--- src/rtl/soc_mem_router_pkg.sv ---
// Shared types and constants for the SoC memory router and its address decoder.
// Region map: region 0 = IO, region 1 = instruction memory write port, region 2 = RAM.
package soc_bus_pkg;

  typedef enum logic [1:0] {IDLE, ACCESS, RESP, ERR} rt_state_t;

  // Width of the ACCESS watchdog counter.
  localparam int TO_W = 8;

  localparam logic [31:0] IO_FIRST    = 32'hC000_0000;
  localparam logic [31:0] IO_LAST     = 32'hC0FF_FFFF;
  localparam logic [31:0] INSTR_FIRST = 32'h0000_07D0;
  localparam logic [31:0] INSTR_LAST  = 32'h0000_1FC7;
  localparam logic [31:0] RAM_FIRST   = 32'h0000_0000;
  localparam logic [31:0] RAM_LAST    = 32'h0000_FFFF;

endpackage

--- src/rtl/soc_mem_router_if.sv ---
// CPU load/store port of the router.
//   master : CPU side, drives m_req/m_we/m_addr/m_wdata/m_wstrb, receives m_rdata/m_ready/m_err
//   slave  : router side, the mirror image
interface soc_mem_router_if #(
  parameter int ADDR_W = 32,
  parameter int DATA_W = 32
);
  logic              m_req;
  logic              m_we;
  logic [ADDR_W-1:0] m_addr;
  logic [DATA_W-1:0] m_wdata;
  logic [DATA_W/8-1:0] m_wstrb;
  logic [DATA_W-1:0] m_rdata;
  logic              m_ready;
  logic              m_err;

  modport master (output m_req, m_we, m_addr, m_wdata, m_wstrb,
                  input  m_rdata, m_ready, m_err);
  modport slave  (input  m_req, m_we, m_addr, m_wdata, m_wstrb,
                  output m_rdata, m_ready, m_err);
endinterface

--- src/rtl/soc_mem_router_decode.sv ---
// Table-driven address decoder (combinational), also used by the ICache fetch path.
//   addr : byte address
//   hit  : address falls in at least one region
//   idx  : lowest-numbered matching region
//   wp   : matching region is write-protectable (WP_MASK bit set)
module mem_region_decode
  import soc_bus_pkg::*;
#(
  parameter int NUM_REGIONS = 3,
  parameter int ADDR_W      = 32,
  parameter logic [NUM_REGIONS*ADDR_W-1:0] REGION_FIRST = {RAM_FIRST, INSTR_FIRST, IO_FIRST},
  parameter logic [NUM_REGIONS*ADDR_W-1:0] REGION_LAST  = {RAM_LAST,  INSTR_LAST,  IO_LAST},
  parameter logic [NUM_REGIONS-1:0]        WP_MASK      = 3'b010,
  localparam int IDX_W = (NUM_REGIONS > 1) ? $clog2(NUM_REGIONS) : 1
) (
  input  logic [ADDR_W-1:0] addr,
  output logic              hit,
  output logic [IDX_W-1:0]  idx,
  output logic              wp
);

  // Scan from the top down so the lowest matching index is written last and wins.
  always_comb begin
    hit = 1'b0;
    idx = '0;
    for (int i = NUM_REGIONS - 1; i >= 0; i--) begin
      if (addr >= REGION_FIRST[i*ADDR_W +: ADDR_W] &&
          addr <= REGION_LAST[i*ADDR_W +: ADDR_W]) begin
        hit = 1'b1;
        idx = IDX_W'(i);
      end
    end
    wp = hit & WP_MASK[idx];
  end

endmodule

--- src/rtl/soc_mem_router.sv ---
// Address router between the CPU load/store port and NUM_REGIONS slaves.
//   clk, resetn : clock, asynchronous active-low reset
//   bus         : CPU port (req/ready handshake, m_err qualifies m_ready)
//   boot_done   : pulse, sets the sticky write lock; locked reflects it
//   s_sel/s_we/s_addr/s_wdata/s_wstrb : slave request, driven only from flops
//   s_rdata/s_ready : per-slave read data slots and completion
module soc_mem_router
  import soc_bus_pkg::*;
#(
  parameter int NUM_REGIONS = 3,
  parameter int ADDR_W      = 32,
  parameter int DATA_W      = 32,
  parameter logic [NUM_REGIONS*ADDR_W-1:0] REGION_FIRST = {RAM_FIRST, INSTR_FIRST, IO_FIRST},
  parameter logic [NUM_REGIONS*ADDR_W-1:0] REGION_LAST  = {RAM_LAST,  INSTR_LAST,  IO_LAST},
  parameter logic [NUM_REGIONS-1:0]        WP_MASK      = 3'b010,
  parameter int TIMEOUT = 255
) (
  input  logic                               clk,
  input  logic                               resetn,
  soc_mem_router_if.slave                    bus,
  input  logic                               boot_done,
  output logic                               locked,
  output logic [NUM_REGIONS-1:0]             s_sel,
  output logic                               s_we,
  output logic [ADDR_W-1:0]                  s_addr,
  output logic [DATA_W-1:0]                  s_wdata,
  output logic [DATA_W/8-1:0]                s_wstrb,
  input  logic [NUM_REGIONS-1:0][DATA_W-1:0] s_rdata,
  input  logic [NUM_REGIONS-1:0]             s_ready
);

  localparam int IDX_W = (NUM_REGIONS > 1) ? $clog2(NUM_REGIONS) : 1;
  localparam logic [TO_W-1:0] TO_LIM = TO_W'(TIMEOUT);

  rt_state_t           state_q, state_d;
  logic [ADDR_W-1:0]   addr_q, addr_d;
  logic                we_q, we_d;
  logic [DATA_W-1:0]   wdata_q, wdata_d;
  logic [DATA_W/8-1:0] wstrb_q, wstrb_d;
  logic [IDX_W-1:0]    idx_q, idx_d;
  logic [DATA_W-1:0]   rdata_q, rdata_d;
  logic [TO_W-1:0]     cnt_q, cnt_d;
  logic                locked_q, locked_d;

  logic             dec_hit, dec_wp;
  logic [IDX_W-1:0] dec_idx;

  mem_region_decode #(
    .NUM_REGIONS (NUM_REGIONS),
    .ADDR_W      (ADDR_W),
    .REGION_FIRST(REGION_FIRST),
    .REGION_LAST (REGION_LAST),
    .WP_MASK     (WP_MASK)
  ) u_dec (
    .addr(bus.m_addr),
    .hit (dec_hit),
    .idx (dec_idx),
    .wp  (dec_wp)
  );

  // State register
  always_ff @(posedge clk or negedge resetn) begin
    if (!resetn) state_q <= IDLE;
    else         state_q <= state_d;
  end

  // Next state. The lock is only consulted when a request is accepted, so a
  // boot_done arriving mid-write lets that write finish.
  always_comb begin
    state_d = state_q;
    unique case (state_q)
      IDLE: if (bus.m_req) begin
        if (!dec_hit || (bus.m_we && locked_q && dec_wp)) state_d = ERR;
        else                                              state_d = ACCESS;
      end
      ACCESS: begin
        if (s_ready[idx_q])        state_d = RESP;
        else if (cnt_d == TO_LIM)  state_d = ERR;
      end
      default: state_d = IDLE;
    endcase
  end

  // Request latches, watchdog counter, read capture, sticky lock
  always_comb begin
    addr_d   = addr_q;
    we_d     = we_q;
    wdata_d  = wdata_q;
    wstrb_d  = wstrb_q;
    idx_d    = idx_q;
    rdata_d  = rdata_q;
    cnt_d    = '0;
    locked_d = locked_q | boot_done;
    if (state_q == IDLE && bus.m_req) begin
      addr_d  = bus.m_addr;
      we_d    = bus.m_we;
      wdata_d = bus.m_wdata;
      wstrb_d = bus.m_wstrb;
      idx_d   = dec_idx;
    end
    if (state_q == ACCESS) begin
      cnt_d = cnt_q + TO_W'(1);
      if (s_ready[idx_q]) rdata_d = we_q ? '0 : s_rdata[idx_q];
    end
  end

  always_ff @(posedge clk or negedge resetn) begin
    if (!resetn) begin
      addr_q   <= '0;
      we_q     <= 1'b0;
      wdata_q  <= '0;
      wstrb_q  <= '0;
      idx_q    <= '0;
      rdata_q  <= '0;
      cnt_q    <= '0;
      locked_q <= 1'b0;
    end else begin
      addr_q   <= addr_d;
      we_q     <= we_d;
      wdata_q  <= wdata_d;
      wstrb_q  <= wstrb_d;
      idx_q    <= idx_d;
      rdata_q  <= rdata_d;
      cnt_q    <= cnt_d;
      locked_q <= locked_d;
    end
  end

  // Outputs decode only state_q and the latches, so nothing on m_* reaches s_*
  // in the same cycle, and reset zeroes every output immediately.
  always_comb begin
    s_sel       = '0;
    s_we        = 1'b0;
    s_addr      = '0;
    s_wdata     = '0;
    s_wstrb     = '0;
    bus.m_ready = 1'b0;
    bus.m_err   = 1'b0;
    bus.m_rdata = '0;
    unique case (state_q)
      ACCESS: begin
        s_sel[idx_q] = 1'b1;
        s_we         = we_q;
        s_addr       = addr_q;
        if (we_q) begin
          s_wdata = wdata_q;
          s_wstrb = wstrb_q;
        end
      end
      RESP: begin
        bus.m_ready = 1'b1;
        bus.m_rdata = rdata_q;
      end
      ERR: begin
        bus.m_ready = 1'b1;
        bus.m_err   = 1'b1;
      end
      default: ;
    endcase
  end

  assign locked = locked_q;

endmodule

--- src/flat_wrapper.sv ---
// flat-port wrapper written by rule: the top's interface ports become plain ports
module soc_mem_router_flat import soc_bus_pkg::*;
#(
  parameter int NUM_REGIONS = 3,
  parameter int ADDR_W      = 32,
  parameter int DATA_W      = 32,
  parameter logic [NUM_REGIONS*ADDR_W-1:0] REGION_FIRST = {RAM_FIRST, INSTR_FIRST, IO_FIRST},
  parameter logic [NUM_REGIONS*ADDR_W-1:0] REGION_LAST  = {RAM_LAST,  INSTR_LAST,  IO_LAST},
  parameter logic [NUM_REGIONS-1:0]        WP_MASK      = 3'b010,
  parameter int TIMEOUT = 255
)
  (clk, resetn, boot_done, locked, s_sel, s_we, s_addr, s_wdata, s_wstrb, s_rdata, s_ready, bus_m_req, bus_m_we, bus_m_addr, bus_m_wdata, bus_m_wstrb, bus_m_rdata, bus_m_ready, bus_m_err);
  soc_mem_router_if #(.ADDR_W(ADDR_W), .DATA_W(DATA_W)) bus_i ();
  input  logic clk;
  input  logic resetn;
  input  logic boot_done;
  output logic locked;
  output logic [NUM_REGIONS-1:0] s_sel;
  output logic s_we;
  output logic [ADDR_W-1:0] s_addr;
  output logic [DATA_W-1:0] s_wdata;
  output logic [DATA_W/8-1:0] s_wstrb;
  input  logic [NUM_REGIONS-1:0][DATA_W-1:0] s_rdata;
  input  logic [NUM_REGIONS-1:0] s_ready;
  input wire logic [$bits(bus_i.m_req)-1:0] bus_m_req;
  input wire logic [$bits(bus_i.m_we)-1:0] bus_m_we;
  input wire logic [$bits(bus_i.m_addr)-1:0] bus_m_addr;
  input wire logic [$bits(bus_i.m_wdata)-1:0] bus_m_wdata;
  input wire logic [$bits(bus_i.m_wstrb)-1:0] bus_m_wstrb;
  output wire logic [$bits(bus_i.m_rdata)-1:0] bus_m_rdata;
  output wire logic [$bits(bus_i.m_ready)-1:0] bus_m_ready;
  output wire logic [$bits(bus_i.m_err)-1:0] bus_m_err;
  assign bus_i.m_req = bus_m_req;
  assign bus_i.m_we = bus_m_we;
  assign bus_i.m_addr = bus_m_addr;
  assign bus_i.m_wdata = bus_m_wdata;
  assign bus_i.m_wstrb = bus_m_wstrb;
  assign bus_m_rdata = bus_i.m_rdata;
  assign bus_m_ready = bus_i.m_ready;
  assign bus_m_err = bus_i.m_err;
  soc_mem_router #(.NUM_REGIONS(NUM_REGIONS), .ADDR_W(ADDR_W), .DATA_W(DATA_W), .REGION_FIRST(REGION_FIRST), .REGION_LAST(REGION_LAST), .WP_MASK(WP_MASK), .TIMEOUT(TIMEOUT)) u_core (.clk(clk), .resetn(resetn), .bus(bus_i), .boot_done(boot_done), .locked(locked), .s_sel(s_sel), .s_we(s_we), .s_addr(s_addr), .s_wdata(s_wdata), .s_wstrb(s_wstrb), .s_rdata(s_rdata), .s_ready(s_ready));
endmodule
--- config.mk ---
export PLATFORM = sky130hd
export DESIGN_NAME = soc_mem_router_flat
export DESIGN_NICKNAME = d
export VERILOG_FILES = /design/src/rtl/soc_mem_router_pkg.sv /design/src/rtl/soc_mem_router_if.sv /design/src/rtl/soc_mem_router_decode.sv /design/src/rtl/soc_mem_router.sv /design/src/flat_wrapper.sv
export SDC_FILE = /design/constraint.sdc
export NUM_CORES = 1
export LEC_CHECK = 0
export ABC_CLOCK_PERIOD_IN_PS = 4400
export CORE_MARGIN = 10
export CORE_UTILIZATION = 45
export CTS_BUF_LIST = sky130_fd_sc_hd__clkbuf_8 sky130_fd_sc_hd__clkbuf_16
export DETAILED_ROUTE_END_ITERATION = 8
export PLACE_DENSITY = 0.87
export SLEW_MARGIN = 20
export SYNTH_ARGS = -nofsm -noshare
export SYNTH_HDL_FRONTEND = slang
export SYNTH_SLANG_ARGS = --single-unit
--- constraint.sdc ---
create_clock -name clk -period 4.4 [get_ports clk]
set_input_delay 0.88 -clock clk [delete_from_list [all_inputs] [get_ports clk]]
set_output_delay 0.88 -clock clk [all_outputs]
set_load 0.05 [all_outputs]
==> results.py <==
metrics = {
    "run_status": {
        "status": "finished clean",
    },
    "layout": {
        "layout.cells.non_filler": 1010,
        "drive_above_1_share_pct": 13.1,
        "final_util_pct": 74.1,
        "area_growth_pct": 60.3,
        "final_nets": 997,
    },
    "place": {
        "hpwl_um": 15300,
        "routabilityCongestion": 0.850,
        "port_buffers": 278,
        "place_inst": 977,
    },
    "synthesis": {
        "avgSynthCellArea_um2": 10.4,
        "yosysMostFrequentCell": "dfrtp_1",
        "synth_area_leaders": "dfrtp_1, mux2_2, and2_1, mux2i_1, o31ai_1",
        "ys_types": 39,
        "synth_edf_count": 0,
        "ys.flop_type": "dfrtp_1",
        "synth_nets": 739,
        "synth_top_area_share_pct": 48.5,
        "synth.cell_area_um2": 5880,
        "synth_common_cells": "dfrtp_1, and2_1, mux2_2",
        "ys_seq_area_share_pct": 48.5,
        "synth_area_leader_cell": "dfrtp_1",
        "synthCells": 566,
        "synth-seq-cells": 114,
        "ys_async_sr_fraction_pct": 100,
        "ys.warnings.count": 0,
    },
    "detailed_routing": {
        "drcViolationCount": 0,
        "num_vias": 5332,
        "routedWlPerCell_um": 20.1,
        "totalWireLength_um": 20300,
        "drtAntennaViolNets": 0,
        "drt_first_pass_iters": 4,
        "drt_iter0_drc": 315,
        "viasPerCell": 5.28,
    },
    "timing": {
        "finalSetupViolCount": 0,
        "clock_skew_ns": 0.00705,
        "rsz0062_at_grt": "false",
        "maxSlewHeadroom_pct": 36.7,
        "final_hold_viol_count": 0,
        "holdWs_ns": 0.470,
        "drv_slew": 0,
        "period_share_pct": 84.5,
        "tightest_slew_ns": 0.946,
        "period_minus_slack_ns": 3.72,
        "max_freq_ghz": 0.269,
        "setup_tns_ns": 0,
    },
    "cts": {
        "ctsHoldBuffers": 0,
        "clk_latency_ns": 0.41,
        "cts_sinks": 114,
        "post_cts_buffers": 0,
        "numCtsBuffers": 17,
        "cts_resized": 0,
        "cts_tree": "yes",
        "htreeDepth": 4,
        "cts.clk_slew.worst_paths_ns": 0.05,
        "clockRootBuffer": "clkbuf_16",
        "cts_buffer_depth": 2,
    },
    "global_route": {
        "antenna_found_initial": 1,
        "grt_usage_pct": 22.0,
        "globalRouteOverflowTotal": 0,
        "grt_max_degree": 88,
        "grtUsageMet1_pct": 23.6,
        "grt.busiest_layer": "met2",
        "grt_pass1_wl_um": 31500,
        "grt_pass1_vias": 5857,
        "gr-usage-met2_pct": 37.5,
        "gr-usage-met3_pct": 9.82,
    },
    "floorplan": {
        "design.core.area_um2": 12700,
        "die_y_um": 134,
        "start_util_pct": 46.2,
        "rows": 41,
        "fp.dieArea_um2": 18000,
        "die_w_um": 134,
        "ioPinCount": 279,
    },
    "setup_path": {
        "cp-start-kind": "flop",
        "arrival_ns": 2.84,
        "worst_setup_path_end_kind": "output port",
        "worst-setup-path-type": "flop to output port",
        "worstPathRequired_ns": 3.52,
        "cp_max_fo": 32,
    },
    "pwr": {
        "vdd_drop_max_uv": 440,
        "power.density_nw_per_um2": 641,
        "leakagePower_nw": 3.88,
    },
    "job": {
        "maxCapViolations": 0,
    },
    "worst_hold_path": {
        "hold_class": "flop to flop",
    },
}
metal layers:
metal	up-vias	wire, µm
li1	2499	-
met1	2569	7720
met2	234	10000
met3	30	2100
met4	0	432
met5	-	0
final timing paths:
path                                                 from  slack [ns]                             end  depth (start not counted)
min in group asynchronous                          resetn        0.50   u_core.rdata_q[6]$_DFFE_PN0P_                          1
max reg2reg                 u_core.state_q[0]$_DFFE_PN0P_        2.17  u_core.rdata_q[25]$_DFFE_PN0P_                          4
min reg2reg                u_core.rdata_q[10]$_DFFE_PN0P_        0.47  u_core.rdata_q[10]$_DFFE_PN0P_                          2
max in group asynchronous                          resetn        2.96    u_core.addr_q[8]$_DFFE_PN0P_                          2
max                         u_core.state_q[1]$_DFFE_PN0P_        0.68                 bus_m_rdata[19]                          3
min                        u_core.rdata_q[10]$_DFFE_PN0P_        0.47  u_core.rdata_q[10]$_DFFE_PN0P_                          2
cells in the final DEF, fill, tap and decap left out, types with 3 or more instances in the layout:
| cell | n |
|---|---|
| mux2_2 | 63 |
| nor3_1 | 4 |
| clkbuf_16 | 17 |
| mux2_1 | 6 |
| a21oi_1 | 35 |
| nand2b_1 | 3 |
| bufinv_16 | 5 |
| o21ai_0 | 5 |
| inv_1 | 4 |
| dfrtp_1 | 112 |
| and2_1 | 67 |
| clkdlybuf4s50_1 | 277 |
| and3_1 | 38 |
| buf_4 | 5 |
| nor2_1 | 45 |
| xor2_1 | 3 |
| o31ai_1 | 32 |
| nand3_1 | 7 |
| nand2_1 | 36 |
| clkinvlp_4 | 3 |
| mux2i_1 | 33 |
cells by family after synthesis:
group,Yosys count,synth area share (%)
and+or+nand+nor,215,19.5
DFF,114,48.5
muxes,102,18.8
AOI/OAI and AO/OA,82,8.81
buffers and inverters,47,3.38
xor gates and xnor gates,5,0.745
adders and majority gates,1,0.213
state kept, by name, indices dropped and copies added, names as in the netlist:
register,count
u_core.rdata_q,32
u_core.locked,1
u_core.idx_q,2
u_core.state_q,2
u_core.we_q,1
u_core.addr_q,32
u_core.cnt_q,8
u_core.wdata_q,32
u_core.wstrb_q,4
report_power, final:
group          switching [mW]  total [mW]  internal (mW)  leakage [nW]
combinational            1.62        2.72           1.10          2.17
clock                   0.493        1.49           1.00         0.312
sequential              0.309        1.83           1.52          1.40
total                    2.42        6.04           3.62          3.88
metrics by stage:
step	power, mW	area [µm²]	setup slack [ns]
after floorplan	3.57	5880	1.55
after global placement	4.47	8770	1.25
after detailed placement	4.57	8770	1.10
after CTS	6.10	9410	0.658
after global routing	6.35	9420	0.474
final	6.04	9420	0.680
area by class of cell:
class | instances | area [µm²]
clock buffers | 17 | 425
multi-input cells | 405 | 2860
clock inverters | 15 | 216
diodes | 1 | 2.50
well taps | 172 | 215
flip-flops and latches | 114 | 2860
inverters | 2 | 7.51
repair buffers | 284 | 2840
fillers | 890 | 3300
worst max-delay path: stages, from the launching register on:
cell and delay, ns:
dfrtp_1 0.52, nor2b_2 0.83, and2_1 0.24, clkdlybuf4s50_1 0.82
No activity file was read; power rests on OpenSTA's default activity.
